$ cat src/rtl/rx_move_packer_pkg.sv
// Shared definitions for the move receive packer: FSM encodings, capture-flag position, default sizes.
package rx_move_packer_pkg;

    typedef enum logic [1:0] {
        ST_IDLE  = 2'd0,
        ST_DRAIN = 2'd1,
        ST_DONE  = 2'd2
    } rx_state_t;

    localparam int DEF_N_MOVES = 16;
    localparam int DEF_MOVE_W  = 10;
    localparam int DEF_FMT_W   = 16;
    localparam int DEF_PCS_W   = 10;
    localparam int DEF_N_PCS   = 8;
    localparam int DEF_COUNT_W = 16;

    // The capture flag always occupies the MSB of a formatted stack word.
    function automatic int capt_bit_pos(input int fmt_w);
        return fmt_w - 1;
    endfunction

endpackage

$ cat src/rtl/rx_lane_pick.sv
// Combinational lowest-set-bit finder over a lane mask; any=0 when the mask is empty.
module rx_lane_pick #(
    parameter int N = 16
) (
    input  logic [N-1:0]         mask,
    output logic [$clog2(N)-1:0] idx,
    output logic                 any
);

    always_comb begin
        idx = '0;
        any = 1'b0;
        // Scan downward so the lowest set lane is the last assignment.
        for (int i = N - 1; i >= 0; i--) begin
            if (mask[i]) begin
                idx = ($clog2(N))'(i);
                any = 1'b1;
            end
        end
    end

endmodule

$ cat src/rtl/rx_move_packer.sv
// Serialises batches of candidate moves onto the move stack and collects captured-piece tags.
// Optional build macro RX_STATS_EN adds the saturating mv_count statistics counter.
module rx_move_packer
    import rx_move_packer_pkg::*;
#(
    parameter int N_MOVES = DEF_N_MOVES,
    parameter int MOVE_W  = DEF_MOVE_W,
    parameter int FMT_W   = DEF_FMT_W,
    parameter int PCS_W   = DEF_PCS_W,
    parameter int N_PCS   = DEF_N_PCS
`ifdef RX_STATS_EN
    ,
    parameter int COUNT_W = DEF_COUNT_W
`endif
) (
    input  logic                     clk,
    input  logic                     rst,
    input  logic                     in_valid,
    output logic                     in_ready,
    input  logic [N_MOVES*MOVE_W-1:0] in_moves,
    input  logic [N_MOVES-1:0]       in_mask,
    input  logic [N_MOVES-1:0]       in_capt,
    output logic                     stk_valid,
    input  logic                     stk_ready,
    output logic [FMT_W-1:0]         stk_data,
    output logic                     batch_done,
    input  logic                     collect_pieces,
    input  logic [PCS_W-1:0]         dest_piece,
    input  logic                     pcs_clr,
    output logic [N_PCS*PCS_W-1:0]   rx_tx_pcs,
    output logic [N_PCS-1:0]         rx_tx_valid,
    output logic                     pcs_ovf
`ifdef RX_STATS_EN
    ,
    output logic [COUNT_W-1:0]       mv_count
`endif
);

    localparam int CAPT_BIT = capt_bit_pos(FMT_W);
    localparam int LANE_W   = $clog2(N_MOVES);
    localparam int PCNT_W   = $clog2(N_PCS + 1);

    function automatic logic [FMT_W-1:0] fmt_word(input logic [MOVE_W-1:0] mv, input logic capt);
        logic [FMT_W-1:0] w;
        w              = '0;
        w[MOVE_W-1:0]  = mv;
        w[CAPT_BIT]    = capt;
        return w;
    endfunction

    rx_state_t                 state, state_nxt;
    logic [N_MOVES-1:0]        pend_p1, pend_p0;
    logic [N_MOVES*MOVE_W-1:0] moves_p1, moves_p0;
    logic [N_MOVES-1:0]        capt_p1, capt_p0;
    logic [LANE_W-1:0]         lane_sel;
    logic                      lane_any;
    logic                      accept;
    logic                      stk_fire;

    assign accept   = (state == ST_IDLE) && in_valid && in_ready;
    assign stk_fire = (state == ST_DRAIN) && stk_valid && stk_ready;

    // Stage p0: next pending batch (load on accept, retire lowest lane on handshake)
    always_comb begin
        pend_p0  = pend_p1;
        moves_p0 = moves_p1;
        capt_p0  = capt_p1;
        if (accept) begin
            pend_p0  = in_mask;
            moves_p0 = in_moves;
            capt_p0  = in_capt;
        end else if (stk_fire) begin
            pend_p0 = pend_p1 & (pend_p1 - N_MOVES'(1));
        end
    end

    rx_lane_pick #(.N(N_MOVES)) u_pick (
        .mask (pend_p0),
        .idx  (lane_sel),
        .any  (lane_any)
    );

    always_comb begin
        state_nxt = state;
        case (state)
            ST_IDLE:  if (accept) state_nxt = lane_any ? ST_DRAIN : ST_DONE;
            ST_DRAIN: if (!lane_any) state_nxt = ST_DONE;
            ST_DONE:  state_nxt = ST_IDLE;
            default:  state_nxt = ST_IDLE;
        endcase
    end

    // Stage p1: registered control and outputs, decoded from the next state
    always_ff @(posedge clk) begin
        if (rst) begin
            state      <= ST_IDLE;
            pend_p1    <= '0;
            in_ready   <= 1'b1;
            stk_valid  <= 1'b0;
            batch_done <= 1'b0;
            stk_data   <= '0;
        end else begin
            state      <= state_nxt;
            pend_p1    <= pend_p0;
            in_ready   <= (state_nxt == ST_IDLE);
            stk_valid  <= (state_nxt == ST_DRAIN);
            batch_done <= (state_nxt == ST_DONE);
            if (state_nxt == ST_DRAIN)
                stk_data <= fmt_word(moves_p0[lane_sel*MOVE_W +: MOVE_W], capt_p0[lane_sel]);
        end
    end

    always_ff @(posedge clk) begin
        moves_p1 <= moves_p0;
        capt_p1  <= capt_p0;
    end

    logic [PCNT_W-1:0] pcs_cnt;

    // Slots fill contiguously from 0, so the occupancy popcount is also the next free slot.
    always_comb begin
        pcs_cnt = '0;
        for (int j = 0; j < N_PCS; j++)
            pcs_cnt = pcs_cnt + PCNT_W'(rx_tx_valid[j]);
    end

    always_ff @(posedge clk) begin
        if (rst) begin
            rx_tx_pcs   <= '0;
            rx_tx_valid <= '0;
            pcs_ovf     <= 1'b0;
        end else if (pcs_clr) begin
            rx_tx_valid <= collect_pieces ? N_PCS'(1) : '0;
            pcs_ovf     <= 1'b0;
            if (collect_pieces)
                rx_tx_pcs[0 +: PCS_W] <= dest_piece;
        end else if (collect_pieces) begin
            if (pcs_cnt < PCNT_W'(N_PCS)) begin
                for (int j = 0; j < N_PCS; j++) begin
                    if (PCNT_W'(j) == pcs_cnt) begin
                        rx_tx_pcs[j*PCS_W +: PCS_W] <= dest_piece;
                        rx_tx_valid[j]              <= 1'b1;
                    end
                end
            end else begin
                pcs_ovf <= 1'b1;
            end
        end
    end

`ifdef RX_STATS_EN
    function automatic logic [COUNT_W-1:0] sat_inc(input logic [COUNT_W-1:0] v);
        return (&v) ? v : v + COUNT_W'(1);
    endfunction

    always_ff @(posedge clk) begin
        if (rst)
            mv_count <= '0;
        else if (stk_fire)
            mv_count <= sat_inc(mv_count);
    end
`endif

endmodule

$ cat config.mk
export PLATFORM = sky130hd
export DESIGN_NAME = rx_move_packer
export DESIGN_NICKNAME = d
export VERILOG_FILES = /design/src/rtl/rx_move_packer_pkg.sv /design/src/rtl/rx_lane_pick.sv /design/src/rtl/rx_move_packer.sv
export SDC_FILE = /design/constraint.sdc
export NUM_CORES = 1
export LEC_CHECK = 0
export BUFFER_PORTS_ARGS = -buffer_cell sky130_fd_sc_hd__clkbuf_2
export CORE_MARGIN = 2
export CORE_UTILIZATION = 48
export CTS_CLUSTER_DIAMETER = 80
export DETAILED_ROUTE_END_ITERATION = 16
export GPL_ROUTABILITY_DRIVEN = 0
export PLACE_DENSITY_LB_ADDON = 0.05
export SYNTH_ARGS = -nofsm -noshare
export SYNTH_HDL_FRONTEND = slang
export SYNTH_SLANG_ARGS = --single-unit
$ cat constraint.sdc
create_clock -name clk -period 3.79 [get_ports clk]
set_input_delay 0 -clock clk [delete_from_list [all_inputs] [get_ports clk]]
set_output_delay 0 -clock clk [all_outputs]
set_load 0.01 [all_outputs]
# --- After elaboration in Yosys (flattened, before gate mapping) ---
# Index checks and enable logic that the tools add are counted.
word_totals:
  input_bits: 208
  reg_bits: 297
  output_inout_bits: 108
op_classes:
  n_mul: 1
  n_reduce_logical: 35
  mux: 59
  addsub: 8
  order_cmp: 2
  shifts: 1
  n_eq_ne: 10
  bitwise: 3
ops:
  columns: ["cell", "count"]
  rows:
  - ["160-bit two-way mux", 1]
  - ["160-bit by 9-bit indexed part select with 10-bit output", 1]
  - ["4-bit two-way mux", 16]
  - ["10-bit two-way mux", 5]
  - ["16-bit two-way mux", 3]
  - ["4-bit AND reduction", 7]
  - ["3-bit AND reduction", 9]
  - ["1-bit two-way mux", 26]
  - ["8-bit two-way mux", 3]
  - ["2-bit nonzero test", 10]
  - ["4-bit by 1-bit adder with 4-bit output", 4]
  - ["16-bit bitwise AND", 1]
  - ["3-bit by 4-bit equality test with 1-bit output (first input constant)", 4]
  - ["16-bit by 1-bit subtractor with 16-bit output (second input constant)", 1]
  - ["2-bit by 4-bit equality test with 1-bit output (first input constant)", 2]
  - ["4-bit by 3-bit multiplier with 7-bit output (second input constant)", 1]
  - ["2-bit two-way mux", 3]
  - ["4-bit by 5-bit less-than comparator with 1-bit output (second input constant)", 1]
  - ["3-bit by 1-bit adder with 4-bit output", 1]
  - ["1-bit binary-select mux with 4-bit select", 1]
  - ["1-bit by 4-bit equality test with 1-bit output (first input constant)", 1]
  - ["2-bit by 1-bit equality test with 1-bit output (second input constant)", 2]
  - ["1-bit logical AND", 4]
  - ["2-bit zero test", 2]
  - ["other kinds (9)", 10]

# --- Depth between registers and ports, before layout ---
# Gate-level depths: netlist of the first run.
logic_depth:
  depth_word: 25
  depth_mapped: 15
  mapped_depth_nobuf: 14

# --- Hierarchy ---
# From an unflattened synthesis of the first run, not the netlist that was laid out.
unflattened:
  cells_unflattened: 1409
  area_unflattened_um2: 12834.8
modules_own_cells:
  columns: ["module", "area_per_inst_um2", "seq_area_each_um2", "instances", "cells_per_inst"]
  rows:
  - ["rx_move_packer", 12655.9, 5945.7, 1, 1376]
  - ["rx_lane_pick", 178.9, 0.0, 1, 33]

# --- Worst setup path before layout of the first run ---
# OpenSTA, ideal clock, no wires.
synth_path:
  path_type: "register to register"
  startpoint: "register rx_tx_valid[0]"
  endpoint: "register rx_tx_pcs[29]"
  n_path_buf: 1
  setup_ns: 0.128
  path_slack_ns: -0.188
  arrival_ns: 3.850
  path_stages_with_launch: 13
  required_time_ns: 3.662
  cell_sequence: "dfxtp_1 -> fa_1 -> inv_1 -> fa_1 -> fa_1 -> inv_1 -> ha_1 -> fa_1 -> clkbuf_1 -> nand3b_1 -> nor2_1 -> mux2i_1 -> nor2_1"
synth_via:
  elab_chain_len: 9
  elab_cells_between_ends: 10
  cone_classes: "add/sub (7); order compare (1); eq/ne (1); reduce/logical (1)"
synth_rtl:
  columns: ["element", "line", "rtl"]
  rows:
  - ["start, declared", "rx_move_packer.sv:31", "output logic [N_PCS-1:0] rx_tx_valid,"]
  - ["start signal, assigned", "rx_move_packer.sv:133", "rx_tx_valid <= collect_pieces ? N_PCS'(1) : '0;"]
  - ["1-bit by 1-bit adder with 2-bit output *", "rx_move_packer.sv:124", "pcs_cnt = pcs_cnt + PCNT_W'(rx_tx_valid[j]);"]
  - ["2-bit by 1-bit adder with 3-bit output *", "rx_move_packer.sv:124", null]
  - ["3-bit by 1-bit adder with 4-bit output *", "rx_move_packer.sv:124", null]
  - ["4-bit by 1-bit adder with 4-bit output * (4 in a row)", "rx_move_packer.sv:124", null]
  - ["4-bit less-than comparator or 2-bit by 4-bit equality test with 1-bit output (tied branches)", "rx_move_packer.sv:138, rx_move_packer.sv:140", null]
  - ["4-bit AND reduction (no line) *", null, null]
  - ["end signal, assigned by index", "rx_move_packer.sv:136", "rx_tx_pcs[0 +: PCS_W] <= dest_piece;"]
  - ["end signal, assigned by index", "rx_move_packer.sv:141", "rx_tx_pcs[j*PCS_W +: PCS_W] <= dest_piece;"]
  - ["end, declared", "rx_move_packer.sv:30", "output logic [N_PCS*PCS_W-1:0] rx_tx_pcs,"]
# Every way passes the cells marked *; elsewhere a longest branch is shown, timed or not.
# A chain may end at the register's enable or synchronous reset.

# --- Worst setup path after layout of the first run ---
layout_path:
  startpoint: "register rx_tx_valid[0]"
  endpoint: "register rx_tx_pcs[28]"
# Same word-level chain as after synthesis.

==> summary.md, run 1 <==
| Metric | Value |
|---|---|
| Worst min-delay path class | `input port to register` |
| Vias in the first global route | `roughly 12000` |
| ANT cells | `0` |
| Fin. Hold Viols | `0` |
| ANT nets after route | `0` |
| Slew margin rel. | `22.1%` |
| CORE AREA | `25800 µm²` |
| WHS | `198 ps` |
| Met2 Use GR | `roughly 47%` |
| CP arrival | `4150 ps` |
| Primary FF master, synth | `dfxtp_1` |
| Max Cap Viol | `0` |
| Switch share | `a little under a third` |
| Layout Cells excl Fill | `roughly 2400` |
| Met3 usage | `under 10%` |
| Root buf cell | `clkbuf_16` |
| GR peak layer | `met2` |
| PwrDens | `around 530 nW/µm²` |
| Clk sink count | `slightly below 300` |
| Crit Path Category | `register to register` |
| Drt drc | `0` |
| Clock power share | `31.7%` |
| Status | `finished, final reports clean` |
| RSZ-0062 raised after global routing | `yes` |
| Row cnt | `59` |
| Final period utilization | `99.0%` |
| Clock edge transition at the registers on the reported setup and hold paths | `60 ps` |
| Top cell type's share of synthesized area | `between 40% and 50%` |
| Post-synthesis register bit count | `between 200 and 300` |
| Final nets | `around 2300` |
| Post-DP HPWL | `approximately 26000 µm` |
| Height of the die | `about 170 µm` |
| Final setup TNS | `0 ps` |
| First-pass GRT wire length | `60000 µm` |
| Largest net degree at the start of global routing | `between 150 and 200` |
| Critical Path Max Stage Delay | `roughly 570 ps` |
| Drt total wl | `~40000 µm` |
| P_leak | `8.91 nW` |
| Startpoint Class | `register` |
| Synth Cell Area | `between 10000 and 15000 µm²` |
| NetSw | `slightly below 3 mW` |
| Sequential Power Share | `40.5%` |
| CTS tree | `yes` |
| Die area | `27300 µm²` |
| M1 GR Usage | `37.1%` |
| Via count | `12200` |
| Worst-case clock buffer depth | `3` |
| DR WL/cell | `between 15 and 20 µm` |
| Ports | `between 300 and 400` |
| Cell family with most CP delay | `adder cells` |
| Initial DRT Pass Iterations | `5` |
| FMAX | `~270 MHz` |
| Clock Skew | `about 11 ps` |
| Seq/Total Area, Yosys | `~48%` |
| Final setup viols | `0` |
| Initial antenna violation count | `0` |
| Die Width | `165 µm` |
| Cells after Synth | `1540` |
| Post-synth top area cell | `dfxtp_1` |
| Mapped Avg Cell Area | `just over 8 µm²` |
| Worst EP required | `about 4200 ps` |
| Final Max Slew Viols | `0` |
| FFs w/ async S/R, synth | `0%` |
| Pre-CTS setup slack | `-50.1 ps` |
| Peak VDD IR | `~0.0004 V` |
| Buf+Inv Stages, Crit Path | `4` |
| GRT Total Usage | `between 20% and 30%` |
| Crit-path cells | `fa_1, inv_1, fa_1, fa_1, inv_1, ha_2, fa_2, nand3b_1, buf_4, nor2_4, clkbuf_16, mux2i_1, nor2_1` |
| Element type at the critical path end | `register` |
| # port buffers | `between 300 and 400` |
| Setup ws final | `between 30 and 40 ps` |
| CTS H-tree depth | `1` |
| Least-Margin Pin Slew | `1160 ps` |
| Yosys cell types | `71` |
| CP max-delay cell | `fa_2` |
| Vias/cell | `around 5` |
| Post-synth EDFFs | `0` |
| Synth top area cells | `dfxtp_1 48%, nand2_1 17%, mux2i_1 11%` |
| Internal power | `6.51 mW` |
| Grt ovf | `0` |
| Clock Latency Late Sink | `around 550 ps` |
| Synth Warn # | `0` |
| Min cycle time layout | `about 3800 ps` |
| Gate power share | `around 28%` |
| Initial Util | `about 48%` |
| TritonCTS Buffers | `30` |
| Layout cell share with drive strength beyond 1 | `a little over a fifth` |
| Critical Path Fanout Max | `5` |
| Area delta synth->final | `43.0%` |
| Inst Count DP | `approximately 2100` |
| CP most frequent cell | `fa_1` |
| DR iter-0 viols | `891` |
placed cells by master (no fill, tap or decap), drive strengths merged, types with 3 or more instances in the layout:
cell and count:
a211oi 5, a21o 6, a21oi 29, a222oi 5, a22oi 7, a31oi 6, a32o 3, and2 3
and3 10, buf 51, clkbuf 357, clkinv 6, conb 5, dfxtp 297, dlygate4sd3 215, fa 4
ha 3, inv 15, mux2 8, mux2i 134, nand2 554, nand2b 15, nand3 40, nor2 135
nor2b 5, nor3 15, nor3b 7, nor4 7, o2111ai 8, o211a 8, o211ai 9, o21a 7
o21ai 36, or2 4, or3 4, or4 7
stage by stage:
step / power, mW / util, % / area, µm²
final: 9.44 / 69.3 / 17800
after global routing: 9.93 / 69.3 / 17800
after CTS: 9.45 / 68.8 / 17700
after detailed placement: 6.28 / 56.2 / 14500
after global placement: 6.23 / 56.2 / 14500
after floorplan: 5.46 / - / 12500
Yosys cell counts, types with 13 or more instances:
cell type / number
nand3_1: 40
nand2_1: 554
clkbuf_1: 62
buf_1: 24
nand2b_1: 15
buf_2: 13
dfxtp_1: 297
mux2i_1: 134
nor2_1: 135
inv_1: 15
a21oi_1: 28
nor3_1: 14
o21ai_0: 35
power by group through the flow:
stage / Sequential [mW] / Combinational (mW) / Clock [mW]
after floorplan: 3.87 / 1.59 / 0
after global placement: 3.87 / 2.36 / 0
after detailed placement: 3.89 / 2.39 / 0
after CTS: 3.82 / 2.58 / 3.04
after global routing: 3.87 / 2.89 / 3.17
final: 3.82 / 2.63 / 2.99
layout make-up:
class | count | area [µm²]
sequential | 297 | 5950
timing repair buffer | 576 | 4250
clock inverter | 8 | 67.6
multi-input combinational | 1124 | 6160
fill | 2087 | 7920
clock buffer | 47 | 946
tap | 335 | 419
inverter | 15 | 56.3
worst register-to-register path, cell delays in order (launching register included):
cell	delay, ps
dfxtp_2	330
fa_1	540
inv_1	50
fa_1	450
fa_1	500
inv_1	40
ha_2	180
fa_2	570
nand3b_1	160
buf_4	190
nor2_4	160
clkbuf_16	190
mux2i_1	190
nor2_1	50
state kept, by name (all words and copies together) (netlist names):
signal	cells
stk_data	11
pcs_ovf	1
rx_tx_valid	8
rx_tx_pcs	80
stk_valid	1
pend_p1	16
in_ready	1
batch_done	1
state	2
capt_p1	16
moves_p1	160
per-layer routing:
layer  up-vias  share of wire [%]
met1      5653                 44
met5         -                  0
li1       6102                  -
met3        71                5.9
met4         0                2.9
met2       401                 47
cells by family (layout without fill, tap and decap cells):
kind of cell    count (synthesis)  after routing  share of synthesized area, %
xor+xnor                        1              1                        0.0702
buf+inv                       123            646                          4.16
simple gates                  815            815                          27.0
flops                         297            297                          47.6
other cells                     1              5                        0.0300
compound gates                154            154                          8.75
fa+ha+maj                       7              7                         0.942
mux                           142            142                          11.5
path summary, 6_finish.rpt:
path	to	cells after the start	slack, ps	start
max	rx_tx_pcs[28]	13	40	rx_tx_valid[0]
min	pend_p1[9]	5	200	in_valid
max reg2reg	rx_tx_pcs[28]	13	40	rx_tx_valid[0]
min reg2reg	capt_p1[8]	2	440	capt_p1[8]
timing repair:
| item | 4_1_cts | 5_1_grt |
|---|---|---|
| hold buffers | 215 | 0 |
| resized for setup | 11 | 16 |
| endpoints found under the hold margin | 287 | 0 |
| buffers inserted | 2 | 5 |
| pin swaps | 2 | 4 |
| gates cloned | 1 | 1 |
| setup endpoints to repair | 27 | 80 |
(Power assumes the default switching activity.)
==> inputs of run 2 (changes only) <==
--- a/config.mk
+++ b/config.mk
@@ -5,13 +5,14 @@
 export SDC_FILE = /design/constraint.sdc
 export NUM_CORES = 1
 export LEC_CHECK = 0
-export BUFFER_PORTS_ARGS = -buffer_cell sky130_fd_sc_hd__clkbuf_2
 export CORE_MARGIN = 2
-export CORE_UTILIZATION = 48
+export CORE_UTILIZATION = 55
 export CTS_CLUSTER_DIAMETER = 80
 export DETAILED_ROUTE_END_ITERATION = 16
+export DONT_BUFFER_PORTS = 1
 export GPL_ROUTABILITY_DRIVEN = 0
-export PLACE_DENSITY_LB_ADDON = 0.05
+export PLACE_DENSITY = 0.73
+export SETUP_SLACK_MARGIN = 0.5
 export SYNTH_ARGS = -nofsm -noshare
 export SYNTH_HDL_FRONTEND = slang
 export SYNTH_SLANG_ARGS = --single-unit
==> summary.md, run 2 (same netlist as run 1, synthesis figures left out) <==
| Metric | Value |
|---|---|
| Setup ws final | `-6.17 ps` |
| Util after Layout | `approximately three quarters` |
| Min cycle time layout | `between 3000 and 4000 ps` |
| Clock Skew | `9.85 ps` |
| Grt ovf | `0` |
| GRT Total Usage | `33.2%` |
| CORE AREA | `between 20000 and 25000 µm²` |
| Largest register FFs | `160` |
| Final period utilization | `100%` |
| RSZ-0062 raised after global routing | `yes` |
| Worst min-delay path class | `input port to register` |
| Initial Util | `55.6%` |
| Final Max Slew Viols | `0` |
| P_leak | `~8 nW` |
| Startpoint Class | `register` |
| Final setup viols | `1` |
| CP max-delay cell | `fa_2` |
| Row cnt | `55` |
| Die area | `between 20000 and 25000 µm²` |
| Critical Path Max Stage Delay | `about 560 ps` |
| Worst EP required | `about 4200 ps` |
| Worst Hold Depth | `1` |
| Element type at the critical path end | `register` |
| Via count | `approximately 12000` |
| DR WL/cell | `21.1 µm` |
| PwrDens | `roughly 590 nW/µm²` |
| Drt total wl | `around 44000 µm` |
| Buf+Inv Stages, Crit Path | `4` |
| Crit Path Category | `register to register` |
| Initial antenna violation count | `1` |
| Root buf cell | `clkbuf_16` |
| R2R depth | `13` |
| Critical Path Fanout Max | `5` |
| Crit. path cell count | `13` |
| Slew margin rel. | `approximately 45%` |
| Largest regs | `moves_p1: 160 flops, rx_tx_pcs: 80 flops` |
| Failing checks | `negative hold slack, negative setup slack` |
| Area delta synth->final | `36.4%` |
| CTS Hold Bufs | `roughly 210` |
| Height of the die | `around 150 µm` |
| # port buffers | `0` |
| Vias/cell | `roughly 5.9` |
| CP most frequent cell | `fa_1` |
| Worst-case clock buffer depth | `3` |
| CTS H-tree depth | `1` |
| Ports | `between 300 and 400` |
| Drt drc | `0` |
| Least-Margin Pin Slew | `828 ps` |
| Layout Cells excl Fill | `roughly 2100` |
| Crit-path cells | `fa_1, inv_1, fa_1, fa_1, inv_2, ha_4, fa_2, nand3b_1, buf_4, nor2_4, buf_16, mux2i_1, nor2_1` |
| Inst Count DP | `around 1800` |
| Final nets | `1977` |
| First-pass GRT wire length | `63500 µm` |
| Most common cell after layout, fill and taps aside | `nand2_1` |
| WHS | `-418 ps` |
| Clock edge transition at the registers on the reported setup and hold paths | `~60 ps` |
| Largest net degree at the start of global routing | `roughly 140` |
| Vias in the first global route | `between 10000 and 15000` |
| Most frequent cells in the layout | `546 x nand2_1, 293 x dfxtp_1, 207 x dlygate4sd3_1` |
| ANT nets after route | `0` |
| Layout cell share with drive strength beyond 1 | `around 13%` |
| Clock Latency Late Sink | `approximately 560 ps` |
| Max Cap Viol | `0` |
| Cell family with most CP delay | `adder cells` |
| Clk sink count | `297` |
| TritonCTS Buffers | `31` |
| Die Width | `around 150 µm` |
| DR iter-0 viols | `1137` |
| FMAX | `between 200 and 300 MHz` |
| Peak VDD IR | `a little over 0.0004 V` |
| CP arrival | `approximately 4200 ps` |
| Most flop-heavy register | `moves_p1` |
| Post-DP HPWL | `between 20000 and 25000 µm` |
| Initial DRT Pass Iterations | `9` |
| Status | `finished, violations left` |
| CTS tree | `yes` |
| Fin. Hold Viols | `81` |
run 2: cell count changes in the layout (fill, tap and decap cells not counted), sizes merged:
cell and delta:
clkbuf -306, buf +25, dlygate4sd3 -8, nand2 +3
a21o +1, bufinv +1, clkinv +1, diode +1
inv +1
run 2: worst reg2reg max path, cell delays in order, from the launching register on:
cell	delay, ps
dfxtp_4	360
fa_1	530
inv_1	50
fa_1	470
fa_1	510
inv_2	50
ha_4	160
fa_2	560
nand3b_1	170
buf_4	190
nor2_4	190
buf_16	160
mux2i_1	220
nor2_1	60
run 2: worst paths after layout:
kind / start / end / slack, ps
worst max-delay path: rx_tx_valid[0] / rx_tx_pcs[21] / -6
worst min-delay path: rst / rx_tx_valid[0] / -420
worst max register to register: rx_tx_valid[0] / rx_tx_pcs[21] / -6
worst min register to register: moves_p1[110] / moves_p1[110] / 440
run 2: what timing repair did:
action	in CTS	in global routing
hold endpoints to repair	297	81
resized for setup	72	45
gates cloned	7	7
buffers inserted	18	17
pin swaps	35	31
setup endpoints to repair	94	100
run 2: area by class of cell:
| type | count | area (µm²) |
|---|---|---|
| Clock buffer | 45 | 898 |
| Sequential cell | 297 | 5960 |
| Antenna cell | 1 | 2.50 |
| Inverter | 15 | 56.3 |
| Clock inverter | 11 | 118 |
| Fill cell | 1391 | 5410 |
| Multi-Input combinational cell | 1128 | 6590 |
| Timing Repair Buffer | 289 | 3060 |
| Tap cell | 285 | 357 |
run 2: report_power, final:
group          leakage, nW  switching [mW]  internal (mW)
Combinational         4.87            1.74           1.31
Clock                0.503            1.27           1.78
Sequential            2.46           0.240           3.66
run 2: routing by layer:
metal | up-vias | GRT usage [%] | share of wire (%)
met5 | - | 0 | 0
met1 | 5767 | 39.7 | 38
met4 | 0 | 16.4 | 5.4
met2 | 737 | 56.3 | 47
li1 | 5538 | - | -
met3 | 189 | 7.87 | 9.6
run 2: metrics by stage:
stage / total power, mW / area [µm²] / TNS, ps / hold WS, ps / setup WS [ps]
global placement: 6.03 / 12900 / 0 / 83.0 / 117
CTS: 9.56 / 16500 / 0 / -495 / 26.3
global route: 10.4 / 17000 / -4580 / -471 / -152
floorplan: 5.47 / 12600 / 0 / 114 / 199
detailed placement: 6.09 / 12900 / 0 / 88.6 / 18.5
finish: 9.99 / 17000 / -6.17 / -418 / -6.17
==> inputs of run 3 (changes only) <==
--- a/config.mk
+++ b/config.mk
@@ -6,12 +6,12 @@
 export NUM_CORES = 1
 export LEC_CHECK = 0
 export CORE_MARGIN = 2
-export CORE_UTILIZATION = 55
+export CORE_UTILIZATION = 50
 export CTS_CLUSTER_DIAMETER = 80
 export DETAILED_ROUTE_END_ITERATION = 16
 export DONT_BUFFER_PORTS = 1
 export GPL_ROUTABILITY_DRIVEN = 0
-export PLACE_DENSITY = 0.73
+export PLACE_DENSITY = 0.68
 export SETUP_SLACK_MARGIN = 0.5
 export SYNTH_ARGS = -nofsm -noshare
 export SYNTH_HDL_FRONTEND = slang
==> summary.md, run 3 (same netlist as run 1, synthesis figures left out) <==
| Metric | Value |
|---|---|
| Clock power share | `a little under a third` |
| Min-delay src | `rst` |
| Grt ovf | `0` |
| Least-Margin Pin Slew | `between 800 and 900 ps` |
| Final Power | `just over 10 mW` |
| CTS H-tree depth | `1` |
| Row cnt | `57` |
| Multi-input logic area | `6660 µm²` |
| Clock Skew | `about 20 ps` |
| Crit Path Category | `register to register` |
| Vias in the first global route | `around 12000` |
| Status | `finished, violations left` |
| Failing checks | `negative hold slack, negative setup slack` |
| Min cycle time layout | `roughly 3800 ps` |
| Register area | `a little under 6000 µm²` |
| # port buffers | `0` |
| Gate power share | `between 30% and 40%` |
| WHS | `-444 ps` |
| ANT nets after route | `0` |
| TritonCTS Buffers | `31` |
| NetSw | `about 3.2 mW` |
| Initial antenna violation count | `3` |
| Area delta synth->final | `39.3%` |
| Most flop-heavy register | `moves_p1` |
| Clock edge transition at the registers on the reported setup and hold paths | `roughly 60 ps` |
| Final setup viols | `1` |
| Largest net degree at the start of global routing | `111` |
| Internal power | `approximately 7.0 mW` |
| Height of the die | `approximately 160 µm` |
| Startpoint Class | `register` |
| Post-DP HPWL | `25300 µm` |
| Largest register FFs | `between 150 and 200` |
| P_leak | `approximately 8 nW` |
| Peak VDD IR | `~0.00035 V` |
| Worst EP required | `roughly 4200 ps` |
| Element type at the critical path end | `register` |
| Via count | `roughly 12000` |
| Drt total wl | `between 40000 and 50000 µm` |
| DR WL/cell | `20.4 µm` |
| Largest regs | `moves_p1: 160 flops, rx_tx_pcs: 80 flops` |
| Final Max Slew Viols | `0` |
| Setup ws final | `-32.9 ps` |
| First-pass GRT wire length | `between 60000 and 70000 µm` |
| Final period utilization | `101%` |
| Ports | `316` |
| PwrDens | `a little under 600 nW/µm²` |
| Clock Latency Late Sink | `~560 ps` |
| DR iter-0 viols | `slightly below 1000` |
| Initial Util | `about 50%` |
| # fillers | `around 1700` |
| CP arrival | `4270 ps` |
| Clk sink count | `approximately 300` |
| CTS tree | `yes` |
| Fin. Hold Viols | `81` |
| Most common cell after layout, fill and taps aside | `nand2_1` |
| Critical Path Fanout Max | `6` |
| Slew margin rel. | `a little under half` |
| Switch share | `31.5%` |
| Most frequent cells in the layout | `547 x nand2_1, 292 x dfxtp_1, 211 x dlygate4sd3_1` |
| Initial DRT Pass Iterations | `5` |
| Drt drc | `0` |
| Sequential Power Share | `38.0%` |
| Worst min-delay path class | `input port to register` |
| Util after Layout | `a little under three quarters` |
| Layout cell share with drive strength beyond 1 | `between 10% and 20%` |
| RSZ-0062 raised after global routing | `yes` |
| Root buf cell | `clkbuf_16` |
| Vias/cell | `between 5 and 6` |
| CORE AREA | `24400 µm²` |
| Worst-case clock buffer depth | `3` |
| FMAX | `262 MHz` |
| GRT Total Usage | `30.6%` |
| Final nets | `approximately 2000` |
| Die Width | `roughly 160 µm` |
| Max Cap Viol | `0` |
| Die area | `between 20000 and 30000 µm²` |
| CP startpoint | `rx_tx_valid[0]` |
| Crit Reg-Reg Startpoint | `rx_tx_valid[0]` |
run 3: per-stage QoR:
stage,area [µm²],setup slack [ps],TNS (ps),cells
floorplan,12600,199,0,1544
global placement,12900,114,0,1795
detailed placement,12900,65.3,0,1795
CTS,16900,109,0,2099
global route,17400,-78.5,-2020,2124
finish,17400,-32.9,-32.9,2124
run 3: path summary, 6_finish.rpt:
path / slack (ps) / end / cells after the start
setup / recovery: -30 / rx_tx_pcs[49] / 14
hold / removal: -440 / rx_tx_valid[0] / 1
setup reg to reg: -30 / rx_tx_pcs[49] / 14
hold reg to reg: 440 / moves_p1[85] / 2
run 3: layout make-up:
class	count	area share (%)
timing repair buffer	304	18.4
inverter	15	0.324
clock buffer	42	5.22
antenna	3	0.0432
tap	324	2.33
clock inverter	13	1.15
sequential	297	34.3
multi-input combinational	1126	38.3
run 3: worst max-delay path, stage by stage, from the launching register on:
cell,delay (ps)
dfxtp_4,370
fa_1,530
inv_1,60
fa_1,460
fa_1,510
inv_2,50
ha_4,150
fa_2,400
xnor2_4,230
nor3_4,240
and2_4,210
buf_12,110
buf_16,120
mux2i_1,220
nor2_1,70
run 3: power by group through the flow:
stage / Clock (mW) / Combinational, mW / Sequential, mW
global route: 3.44 / 3.31 / 3.94
detailed placement: 0 / 2.17 / 3.95
finish: 3.27 / 3.10 / 3.90
global placement: 0 / 2.13 / 3.93
CTS: 3.30 / 2.82 / 3.88
floorplan: 0 / 1.60 / 3.87
run 3: what timing repair did:
action                                  CTS  global route
gates cloned                              7             2
setup buffers                            32            19
gates resized for setup                  79            65
pin swaps                                34            48
endpoints found under the setup margin   95           100
hold buffers                            210             1
endpoints found under the hold margin   296            82
run 3: layer usage:
metal / vias up / wire length, µm / GRT usage, %
met5: - / 0 / 0
met2: 613 / 20900 / 52.2
met3: 127 / 3560 / 6.36
li1: 5566 / - / -
met4: 0 / 1560 / 9.90
met1: 5760 / 17200 / 38.7
